`config.mk`:
```
export PLATFORM = sky130hd
export DESIGN_NAME = muldiv_unit_param_flat
export DESIGN_NICKNAME = d
export VERILOG_FILES = /design/src/rtl/muldiv_unit_param_if.sv /design/src/rtl/muldiv_unit_param.sv /design/src/flat_wrapper.sv
export SDC_FILE = /design/constraint.sdc
export NUM_CORES = 2
export LEC_CHECK = 0
export ABC_AREA = 1
export BUFFER_PORTS_ARGS = -buffer_cell sky130_fd_sc_hd__clkbuf_2
export CAP_MARGIN = 40
export CELL_PAD_IN_SITES_DETAIL_PLACEMENT = 0
export CELL_PAD_IN_SITES_GLOBAL_PLACEMENT = 1
export CORE_ASPECT_RATIO = 0.7
export CORE_MARGIN = 3
export CORE_UTILIZATION = 40
export CTS_BUF_LIST = sky130_fd_sc_hd__clkbuf_2 sky130_fd_sc_hd__clkbuf_4 sky130_fd_sc_hd__clkbuf_8
export CTS_CLUSTER_SIZE = 25
export DETAILED_ROUTE_END_ITERATION = 7
export PLACE_DENSITY = 0.69
export SYNTH_ARGS = -nofsm -noshare
export SYNTH_HDL_FRONTEND = slang
export SYNTH_SLANG_ARGS = --single-unit
```
`constraint.sdc`:
```
create_clock -name clk -period 14.3 [get_ports clk]
set_input_delay 0.715 -clock clk [delete_from_list [all_inputs] [get_ports clk]]
set_output_delay 0.715 -clock clk [all_outputs]
set_load 0.01 [all_outputs]
```
`src/rtl/muldiv_unit_param_if.sv`:
```
// HI/LO multiply/divide command and result bundle.
// master drives commands and abort; slave returns busy, done pulses and HI/LO.
interface muldiv_unit_param_if #(
  parameter int WIDTH = 32
);
  logic             cmd_valid;
  logic [2:0]       cmd_op;
  logic [WIDTH-1:0] op_a;
  logic [WIDTH-1:0] op_b;
  logic             abort;
  logic             busy;
  logic             done;
  logic             div_zero;
  logic [WIDTH-1:0] hi;
  logic [WIDTH-1:0] lo;

  modport master (
    output cmd_valid, cmd_op, op_a, op_b, abort,
    input  busy, done, div_zero, hi, lo
  );

  modport slave (
    input  cmd_valid, cmd_op, op_a, op_b, abort,
    output busy, done, div_zero, hi, lo
  );
endinterface

```
`src/rtl/muldiv_unit_param.sv`:
```
// HI/LO mult/div: multiply writes MUL_LAT edges after accept, divide WIDTH/DIV_STEP+2 edges.
// No backpressure: commands always accepted; busy stalls HI/LO readers, abort or a newer command cancels.
module muldiv_unit_param #(
  parameter int WIDTH    = 32,
  parameter int MUL_LAT  = 3,
  parameter int DIV_STEP = 1
) (
  input logic                 clk,
  input logic                 rst_n,
  muldiv_unit_param_if.slave  bus
);

  localparam int DIV_ITER = WIDTH / DIV_STEP;
  localparam int CNT_MAX  = (DIV_ITER > MUL_LAT) ? DIV_ITER : MUL_LAT;
  localparam int CW       = $clog2(CNT_MAX + 1);

  localparam logic [2:0] OP_MULT  = 3'd0;
  localparam logic [2:0] OP_MULTU = 3'd1;
  localparam logic [2:0] OP_DIV   = 3'd2;
  localparam logic [2:0] OP_DIVU  = 3'd3;
  localparam logic [2:0] OP_MTHI  = 3'd4;
  localparam logic [2:0] OP_MTLO  = 3'd5;

  typedef enum logic [1:0] {IDLE, MUL, DIV, DIV_FIX} state_t;

  state_t           state, state_nxt;
  logic [CW-1:0]    cnt, cnt_nxt;
  logic             cmd_ok, is_md, is_signed;
  logic             do_iter, do_fix, wr_mul, wr_div;

  logic [WIDTH:0]   ma, mb;
  logic [2*WIDTH-1:0] prod;
  logic [WIDTH-1:0] dq, rem, dv;
  logic             q_neg, r_neg, dz;
  logic [2*WIDTH-1:0] step_res;
  logic [WIDTH-1:0] hi_q, lo_q;
  logic             done_q, div_zero_q;

  function automatic logic [WIDTH-1:0] mag(input logic [WIDTH-1:0] v, input logic sgn);
    return (sgn && v[WIDTH-1]) ? (~v + 1'b1) : v;
  endfunction

  // Restoring division, DIV_STEP single-bit steps per clock; a zero divisor yields all-ones quotient.
  function automatic logic [2*WIDTH-1:0] div_steps(input logic [WIDTH-1:0] r_in,
                                                    input logic [WIDTH-1:0] q_in,
                                                    input logic [WIDTH-1:0] d);
    logic [WIDTH:0]   t;
    logic [WIDTH-1:0] rr;
    logic [WIDTH-1:0] qq;
    rr = r_in;
    qq = q_in;
    for (int i = 0; i < DIV_STEP; i++) begin
      t  = {rr, qq[WIDTH-1]};
      qq = {qq[WIDTH-2:0], 1'b0};
      if (t >= {1'b0, d}) begin
        t     = t - {1'b0, d};
        qq[0] = 1'b1;
      end
      rr = t[WIDTH-1:0];
    end
    return {rr, qq};
  endfunction

  assign cmd_ok    = bus.cmd_valid && !bus.abort && (bus.cmd_op <= OP_MTLO);
  assign is_md     = cmd_ok && (bus.cmd_op <= OP_DIVU);
  assign is_signed = (bus.cmd_op == OP_MULT) || (bus.cmd_op == OP_DIV);
  assign step_res  = div_steps(rem, dq, dv);
  // Low 2W bits of the (W+1)-bit extended product are all that reach HI/LO.
  assign prod      = {{(WIDTH-1){ma[WIDTH]}}, ma} * {{(WIDTH-1){mb[WIDTH]}}, mb};

  always_ff @(posedge clk or negedge rst_n) begin
    if (!rst_n) begin
      state <= IDLE;
      cnt   <= '0;
    end else begin
      state <= state_nxt;
      cnt   <= cnt_nxt;
    end
  end

  always_comb begin
    state_nxt = state;
    cnt_nxt   = cnt;
    do_iter   = 1'b0;
    do_fix    = 1'b0;
    wr_mul    = 1'b0;
    wr_div    = 1'b0;
    if (bus.abort) begin
      state_nxt = IDLE;
      cnt_nxt   = '0;
    end else if (cmd_ok) begin
      case (bus.cmd_op)
        OP_MULT, OP_MULTU: begin
          state_nxt = MUL;
          cnt_nxt   = CW'(MUL_LAT - 1);
        end
        OP_DIV, OP_DIVU: begin
          state_nxt = DIV;
          cnt_nxt   = CW'(DIV_ITER);
        end
        default: begin
          state_nxt = IDLE;
          cnt_nxt   = '0;
        end
      endcase
    end else begin
      case (state)
        MUL: begin
          if (cnt == '0) begin
            wr_mul    = 1'b1;
            state_nxt = IDLE;
          end else begin
            cnt_nxt = cnt - CW'(1);
          end
        end
        DIV: begin
          if (cnt == '0) begin
            do_fix    = 1'b1;
            state_nxt = DIV_FIX;
          end else begin
            do_iter = 1'b1;
            cnt_nxt = cnt - CW'(1);
          end
        end
        DIV_FIX: begin
          wr_div    = 1'b1;
          state_nxt = IDLE;
        end
        default: state_nxt = IDLE;
      endcase
    end
  end

  always_ff @(posedge clk or negedge rst_n) begin
    if (!rst_n) begin
      hi_q       <= '0;
      lo_q       <= '0;
      done_q     <= 1'b0;
      div_zero_q <= 1'b0;
      ma         <= '0;
      mb         <= '0;
      dq         <= '0;
      rem        <= '0;
      dv         <= '0;
      q_neg      <= 1'b0;
      r_neg      <= 1'b0;
      dz         <= 1'b0;
    end else begin
      done_q     <= 1'b0;
      div_zero_q <= 1'b0;
      if (cmd_ok) begin
        case (bus.cmd_op)
          OP_MULT, OP_MULTU: begin
            ma <= {is_signed & bus.op_a[WIDTH-1], bus.op_a};
            mb <= {is_signed & bus.op_b[WIDTH-1], bus.op_b};
          end
          OP_DIV, OP_DIVU: begin
            dq    <= mag(bus.op_a, is_signed);
            dv    <= mag(bus.op_b, is_signed);
            rem   <= '0;
            q_neg <= is_signed && (bus.op_a[WIDTH-1] ^ bus.op_b[WIDTH-1]);
            r_neg <= is_signed && bus.op_a[WIDTH-1];
            dz    <= (bus.op_b == '0);
          end
          OP_MTHI: hi_q <= bus.op_a;
          OP_MTLO: lo_q <= bus.op_a;
          default: ;
        endcase
      end
      if (do_iter) begin
        rem <= step_res[2*WIDTH-1:WIDTH];
        dq  <= step_res[WIDTH-1:0];
      end
      if (do_fix) begin
        dq  <= q_neg ? -dq : dq;
        rem <= r_neg ? -rem : rem;
      end
      if (wr_mul) begin
        hi_q   <= prod[2*WIDTH-1:WIDTH];
        lo_q   <= prod[WIDTH-1:0];
        done_q <= 1'b1;
      end
      if (wr_div) begin
        hi_q       <= rem;
        lo_q       <= dq;
        done_q     <= 1'b1;
        div_zero_q <= dz;
      end
    end
  end

  assign bus.busy     = is_md || (state != IDLE);
  assign bus.done     = done_q;
  assign bus.div_zero = div_zero_q;
  assign bus.hi       = hi_q;
  assign bus.lo       = lo_q;

endmodule

```
`src/flat_wrapper.sv`:
```
// flat-port wrapper written by rule: the top's interface ports become plain ports
module muldiv_unit_param_flat 
#(
  parameter int WIDTH    = 32,
  parameter int MUL_LAT  = 3,
  parameter int DIV_STEP = 1
)
  (clk, rst_n, bus_cmd_valid, bus_cmd_op, bus_op_a, bus_op_b, bus_abort, bus_busy, bus_done, bus_div_zero, bus_hi, bus_lo);
  muldiv_unit_param_if #(.WIDTH(WIDTH)) bus_i ();
  input logic clk;
  input logic rst_n;
  input wire logic [$bits(bus_i.cmd_valid)-1:0] bus_cmd_valid;
  input wire logic [$bits(bus_i.cmd_op)-1:0] bus_cmd_op;
  input wire logic [$bits(bus_i.op_a)-1:0] bus_op_a;
  input wire logic [$bits(bus_i.op_b)-1:0] bus_op_b;
  input wire logic [$bits(bus_i.abort)-1:0] bus_abort;
  output wire logic [$bits(bus_i.busy)-1:0] bus_busy;
  output wire logic [$bits(bus_i.done)-1:0] bus_done;
  output wire logic [$bits(bus_i.div_zero)-1:0] bus_div_zero;
  output wire logic [$bits(bus_i.hi)-1:0] bus_hi;
  output wire logic [$bits(bus_i.lo)-1:0] bus_lo;
  assign bus_i.cmd_valid = bus_cmd_valid;
  assign bus_i.cmd_op = bus_cmd_op;
  assign bus_i.op_a = bus_op_a;
  assign bus_i.op_b = bus_op_b;
  assign bus_i.abort = bus_abort;
  assign bus_busy = bus_i.busy;
  assign bus_done = bus_i.done;
  assign bus_div_zero = bus_i.div_zero;
  assign bus_hi = bus_i.hi;
  assign bus_lo = bus_i.lo;
  muldiv_unit_param #(.WIDTH(WIDTH), .MUL_LAT(MUL_LAT), .DIV_STEP(DIV_STEP)) u_core (.clk(clk), .rst_n(rst_n), .bus(bus_i));
endmodule
```
## Word-level counts from Yosys, hierarchy flattened

Cells that the tools add are included.

- Input port bits: 71
- Output and inout port bits: 67
- Flip-flop bits (word level): 239

- Reduce and logical (&&, ||, !) cells: 30
- $lt $le $gt $ge: 3
- Bitwise operators: 5
- Multiplexer cells: 50
- Add/sub/neg operators: 6
- $mul: 1
- Equal/unequal tests: 13

Operators by type and width:

| kind | number |
|---|---|
| $mux W32 | 21 |
| $add A32 B1 Y32 const B | 2 |
| $mul A33 B33 Y64 | 1 |
| $neg A32 Y32 | 2 |
| $not A32 Y32 | 2 |
| $ge A33 B32 Y1 | 1 |
| $logic_not A32 Y1 | 1 |
| $sub A32 B32 Y32 | 1 |
| $mux W6 | 4 |
| $mux W1 | 18 |
| $reduce_bool A3 Y1 | 6 |
| $pmux W6 S2 | 1 |
| $reduce_and A2 Y1 | 6 |
| $mux W2 | 4 |
| $ne A4 B2 Y1 const B | 2 |
| $pmux W2 S2 | 2 |
| $eq A3 B2 Y1 const B | 2 |
| $eq A3 B3 Y1 const B | 2 |
| $logic_and A1 B1 Y1 | 6 |
| $logic_not A6 Y1 | 1 |
| $reduce_and A3 Y1 | 2 |
| $reduce_or A2 Y1 | 3 |
| $sub A6 B1 Y6 const B | 1 |
| $eq A2 B2 Y1 const B | 2 |
| other kinds (12) | 15 |

## Logic depth before layout (Yosys ltp)

- Word-level depth: 8
- Depth in mapped cells: 35
- Depth with buffers taken out: 33

## Least setup slack after synthesis

No wires, ideal clock.

- Path kind: reg2reg
- Start point: register u_core.ma[32]
- End point: register u_core.hi_q[31] (netlist: u_core.bus.hi[31])
- Library setup time: 0.116 ns
- Cell stages (with the launch flop): 31
- Data required time: 14.184 ns
- Setup slack: 6.929 ns
- Arrival: 7.255 ns
- Path buffers: 2
- Cell sequence: dfrtp_1 -> clkbuf_1 -> clkbuf_1 -> nand2_1 -> inv_1 -> fa_1 -> inv_1 -> fa_1 -> inv_1 -> fa_1 -> inv_1 -> fa_1 -> inv_1 -> fa_1 -> inv_1 -> fa_1 -> fa_1 -> fa_1 -> inv_1 -> ha_1 -> nand2_1 -> nor3_1 -> nand2_1 -> nor4_1 -> nand2_1 -> nand2_1 -> nand3_1 -> nand3_1 -> nand2_1 -> nand2_1 -> nand2_1

- Word-level cells in the longest chain between the ends: 3

Ends and longest elaborated chain:

| element | RTL line | text |
|---|---|---|
| start: declaration | muldiv_unit_param.sv:31 | `logic [WIDTH:0] ma, mb;` |
| start signal: assignment | muldiv_unit_param.sv:154 | `ma <= {is_signed & bus.op_a[WIDTH-1], bus.op_a};` |
| $mul A33 B33 Y64 | muldiv_unit_param.sv:69 | `assign prod = {{(WIDTH-1){ma[WIDTH]}}, ma} * {{(WIDTH-1){mb[WIDTH]}}, mb};` |
| $mux W32 | muldiv_unit_param.sv:178 | `if (wr_mul) begin` |
| $mux W32 | muldiv_unit_param.sv:183 | `if (wr_div) begin` |
| end signal: assignment | muldiv_unit_param.sv:165 | `OP_MTHI: hi_q <= bus.op_a;` |
| end signal: assignment | muldiv_unit_param.sv:179 | `hi_q <= prod[2*WIDTH-1:WIDTH];` |
| end signal: assignment | muldiv_unit_param.sv:184 | `hi_q <= rem;` |
| end: declaration | muldiv_unit_param.sv:36 | `logic [WIDTH-1:0] hi_q, lo_q;` |

Every way passes these cells.
A chain may end at the register's enable or synchronous reset.

## Worst setup path after layout

- Start point: register u_core.mb[0]
- End point: register u_core.hi_q[15] (netlist: u_core.bus.hi[15])

- Word-level cells in the longest chain between the ends: 3

Ends and longest elaborated chain:

| element | RTL line | text |
|---|---|---|
| start: declaration | muldiv_unit_param.sv:31 |  |
| start signal: assignment | muldiv_unit_param.sv:155 | `mb <= {is_signed & bus.op_b[WIDTH-1], bus.op_b};` |
| $mul A33 B33 Y64 | muldiv_unit_param.sv:69 |  |
| $mux W32 | muldiv_unit_param.sv:178 |  |
| $mux W32 | muldiv_unit_param.sv:183 |  |

Every way passes these cells.

==> impl_metrics.toml <==
[worst_setup_path]
timing.critical_path.mode_cell = "sky130_fd_sc_hd__fa_1"
worst_ep_arrival_time_ns = 9.07
start_kind = "register"
worstSetupPathType = "reg -> reg"
r2r_setup_slack_ns = 5.78
crit_family = "adder cells"
slowest_stage = "sky130_fd_sc_hd__fa_1"
worstRegToRegCells = 26
largest_fanout_of_any_net_on_the_critical_path = 34
cp_slowest_stage_delay_ns = 0.95
worst-endpoint-required_ns = 14.85
r2r-start = "u_core.mb[0]"
path_buf_inv = 7
setup.worst_path.end_class = "register"
timing.rr.end = "u_core.bus.hi[15]"

[run]
max-cap-violations = 0

[synthesis]
ys_types = 52
post-synth-top-area-cell = "sky130_fd_sc_hd__fa_1"
postSynthCellCount = 7598
fraction_of_the_yosys_area_taken_by_sequential_cells = 0.1055
mappedNetlistArea_um2 = 56690
synthTopCellsByArea = "sky130_fd_sc_hd__fa_1 (40%), sky130_fd_sc_hd__inv_1 (14%), sky130_fd_sc_hd__nand2_1 (13%), sky130_fd_sc_hd__dfrtp_1 (11%), sky130_fd_sc_hd__ha_1 (5.6%)"
syn-mean-instance-area_um2 = 7.462
top_cell_type_s_share_of_synthesized_area = 0.3976
synth_warnings = 0
synth-seq-cells = 239
synth.net_count = 9048

[layout]
area_growth_pct = 5.749
nets = 8956
n_fill_cell = 14600
final_layout_size_suffix_gt1_frac = 0.04699
ff_latch_area_um2 = 5987
multi_input_area_um2 = 41540

[detailed_routing]
antenna_left = 0
routed_wl_mm = 205.1
route.detailed.drc = 0
wl_per_cell_um = 21.84
detailroute.via_count = 47880
drt_iter0_markers = 4585
avgViaCountPerCell = 5.099
drt_first_pass_iters = 6

[clock_tree]
cts_tree = "yes"
cts_buffer_depth = 3
cts_repair_resize_count = 0
cts_sinks = 239
cts.repair_timing.setup_buffer_count = 0
htree_num_levels = 2
ctsHoldBuffers = 0
tritoncts.num_buffers = 38
clk_pin_slew_ns = 0.09
cts_root_buffer = "sky130_fd_sc_hd__clkbuf_8"
worstSkewPairLatency_ns = 0.65

[floorplan]
die_h_um = 321.0
dieArea_um2 = 146400
ios = 138
core_ar_um2 = 139400
start_util = 0.4068
placementRows = 114
die_width_um = 456.0

[sta]
maxSlewViolCount = 0
unrepaired_setup_endpoints_after_global_routing = "no"
fmaxAchievable_mhz = 117.4
worstMarginPinSlew_ns = 0.9714
worst_clock_skew_ns = 0.05982
timing_hold_violations_final = 0
finalSetupViolCount = 0
setup-tns-final_ns = 0
finalCriticalPeriod_ns = 8.515
final.period_utilization = 0.5955
max-slew-margin-rel = 0.3524

[min_path]
worst_hold_path_type = "in -> async"

[place]
port_buffers = 137
hpwlAfterDp_mm = 166.1
gpl.final_weighted_congestion = 0.9416

[grt]
track_usage = 0.2842
global_route_wire_length_before_repair_mm = 314.6
antenna_found_initial = 5
total_congestion_overflow = 0
first_global_vias = 49140
largest_net_degree_at_the_start_of_global_routing = 106

[status]
run_status = "completed"
-- Yosys cell counts, drive strengths merged --
cell type	instances
o221ai	12
o21bai	13
fa	1126
ha	253
nor4	18
and3	5
nand2	1935
o21a	3
and2	2
a21boi	6
nand3	243
inv	2051
o31ai	6
a211oi	1
a22o	3
a21o	17
or2	18
buf	33
a21oi	257
o211ai	9
o21ai	351
nor2	392
a31oi	22
xor2	72
clkbuf	330
or4	1
nor3	40
nand3b	14
a22oi	12
o22ai	13
clkinv	1
xnor2	18
nor4b	1
dfrtp	239
nand4	74
clkdlybuf4s25	1
a221oi	6
-- kinds of logic (layout without fill, tap and decap cells) --
family	after synthesis	in the layout	synth area share
DFF	239	239	0.1055
adders and majority gates	1379	1379	0.4534
xor gates and xnor gates	90	90	0.01390
buffers and inverters	2416	2351	0.1620
AOI/OAI and AO/OA	731	731	0.07007
other	0	2	0
and+or+nand+nor	2743	2743	0.1951
-- cells in the final DEF, fill, tap and decap left out, types with 22 or more instances in the layout --
cell type	n
sky130_fd_sc_hd__a21oi_1	257
sky130_fd_sc_hd__clkbuf_2	136
sky130_fd_sc_hd__nor2_1	386
sky130_fd_sc_hd__clkbuf_8	44
sky130_fd_sc_hd__o21ai_0	346
sky130_fd_sc_hd__nand4_1	74
sky130_fd_sc_hd__inv_1	2040
sky130_fd_sc_hd__buf_4	84
sky130_fd_sc_hd__xor2_1	72
sky130_fd_sc_hd__nor3_1	37
sky130_fd_sc_hd__a31oi_1	22
sky130_fd_sc_hd__dfrtp_1	234
sky130_fd_sc_hd__ha_1	253
sky130_fd_sc_hd__fa_1	1126
sky130_fd_sc_hd__nand2_1	1929
sky130_fd_sc_hd__nand3_1	240
-- metrics by stage --
stage	utilization	cell area, µm²	hold slack (ns)	setup WS, ns	instances
final	0.4302	59950	0.1107	5.785	9391
after global routing	0.4302	59950	0.1863	5.186	9390
after CTS	0.4302	59950	0.1537	5.816	9389
after detailed placement	0.4244	59140	0.4668	5.835	9322
after global placement	0.4226	58890	0.4579	5.819	9311
after floorplan	-	56690	0.4194	6.929	7598
-- layer usage --
metal,GRT usage,up-vias,share of wire
met3,0.06759,188,0.092
met5,0,-,0.00013
met4,0.04457,4,0.018
met2,0.4063,1857,0.41
met1,0.4403,23940,0.48
li1,-,21900,-
-- worst max-delay path by stage --
stage | endpoint | start | depth (start not counted) | slack [ns]
after detailed placement | u_core.bus.hi[15] | u_core.mb[0] | 26 | 5.84
after global placement | u_core.bus.hi[15] | u_core.mb[0] | 26 | 5.82
after global routing | u_core.bus.hi[19] | u_core.mb[0] | 29 | 5.19
after CTS | u_core.bus.hi[21] | u_core.mb[0] | 26 | 5.82
final | u_core.bus.hi[15] | u_core.mb[0] | 26 | 5.78
after floorplan | u_core.bus.hi[31] | u_core.ma[32] | 30 | 6.93
-- registers in the layout, summed over array words and instances, names as in the netlist, 2 cells and up --
name / count
u_core.ma: 33
u_core.bus.lo: 32
u_core.cnt: 6
u_core.mb: 33
u_core.bus.hi: 32
u_core.rem: 32
u_core.dv: 32
u_core.state: 2
u_core.dq: 32
-- cell type report --
type                    instances  share of cell area
flip-flops and latches        239             0.09986
clock inverters                 9            0.001670
multi-input cells            4943              0.6929
clock buffers                  58             0.01185
repair buffers                232             0.02634
diodes                          2          0.00008348
inverters                    2052              0.1285
well taps                    1856             0.03873
Power is not shown: default switching activity piles up to over one toggle a cycle in this logic, so the estimate is an artifact.
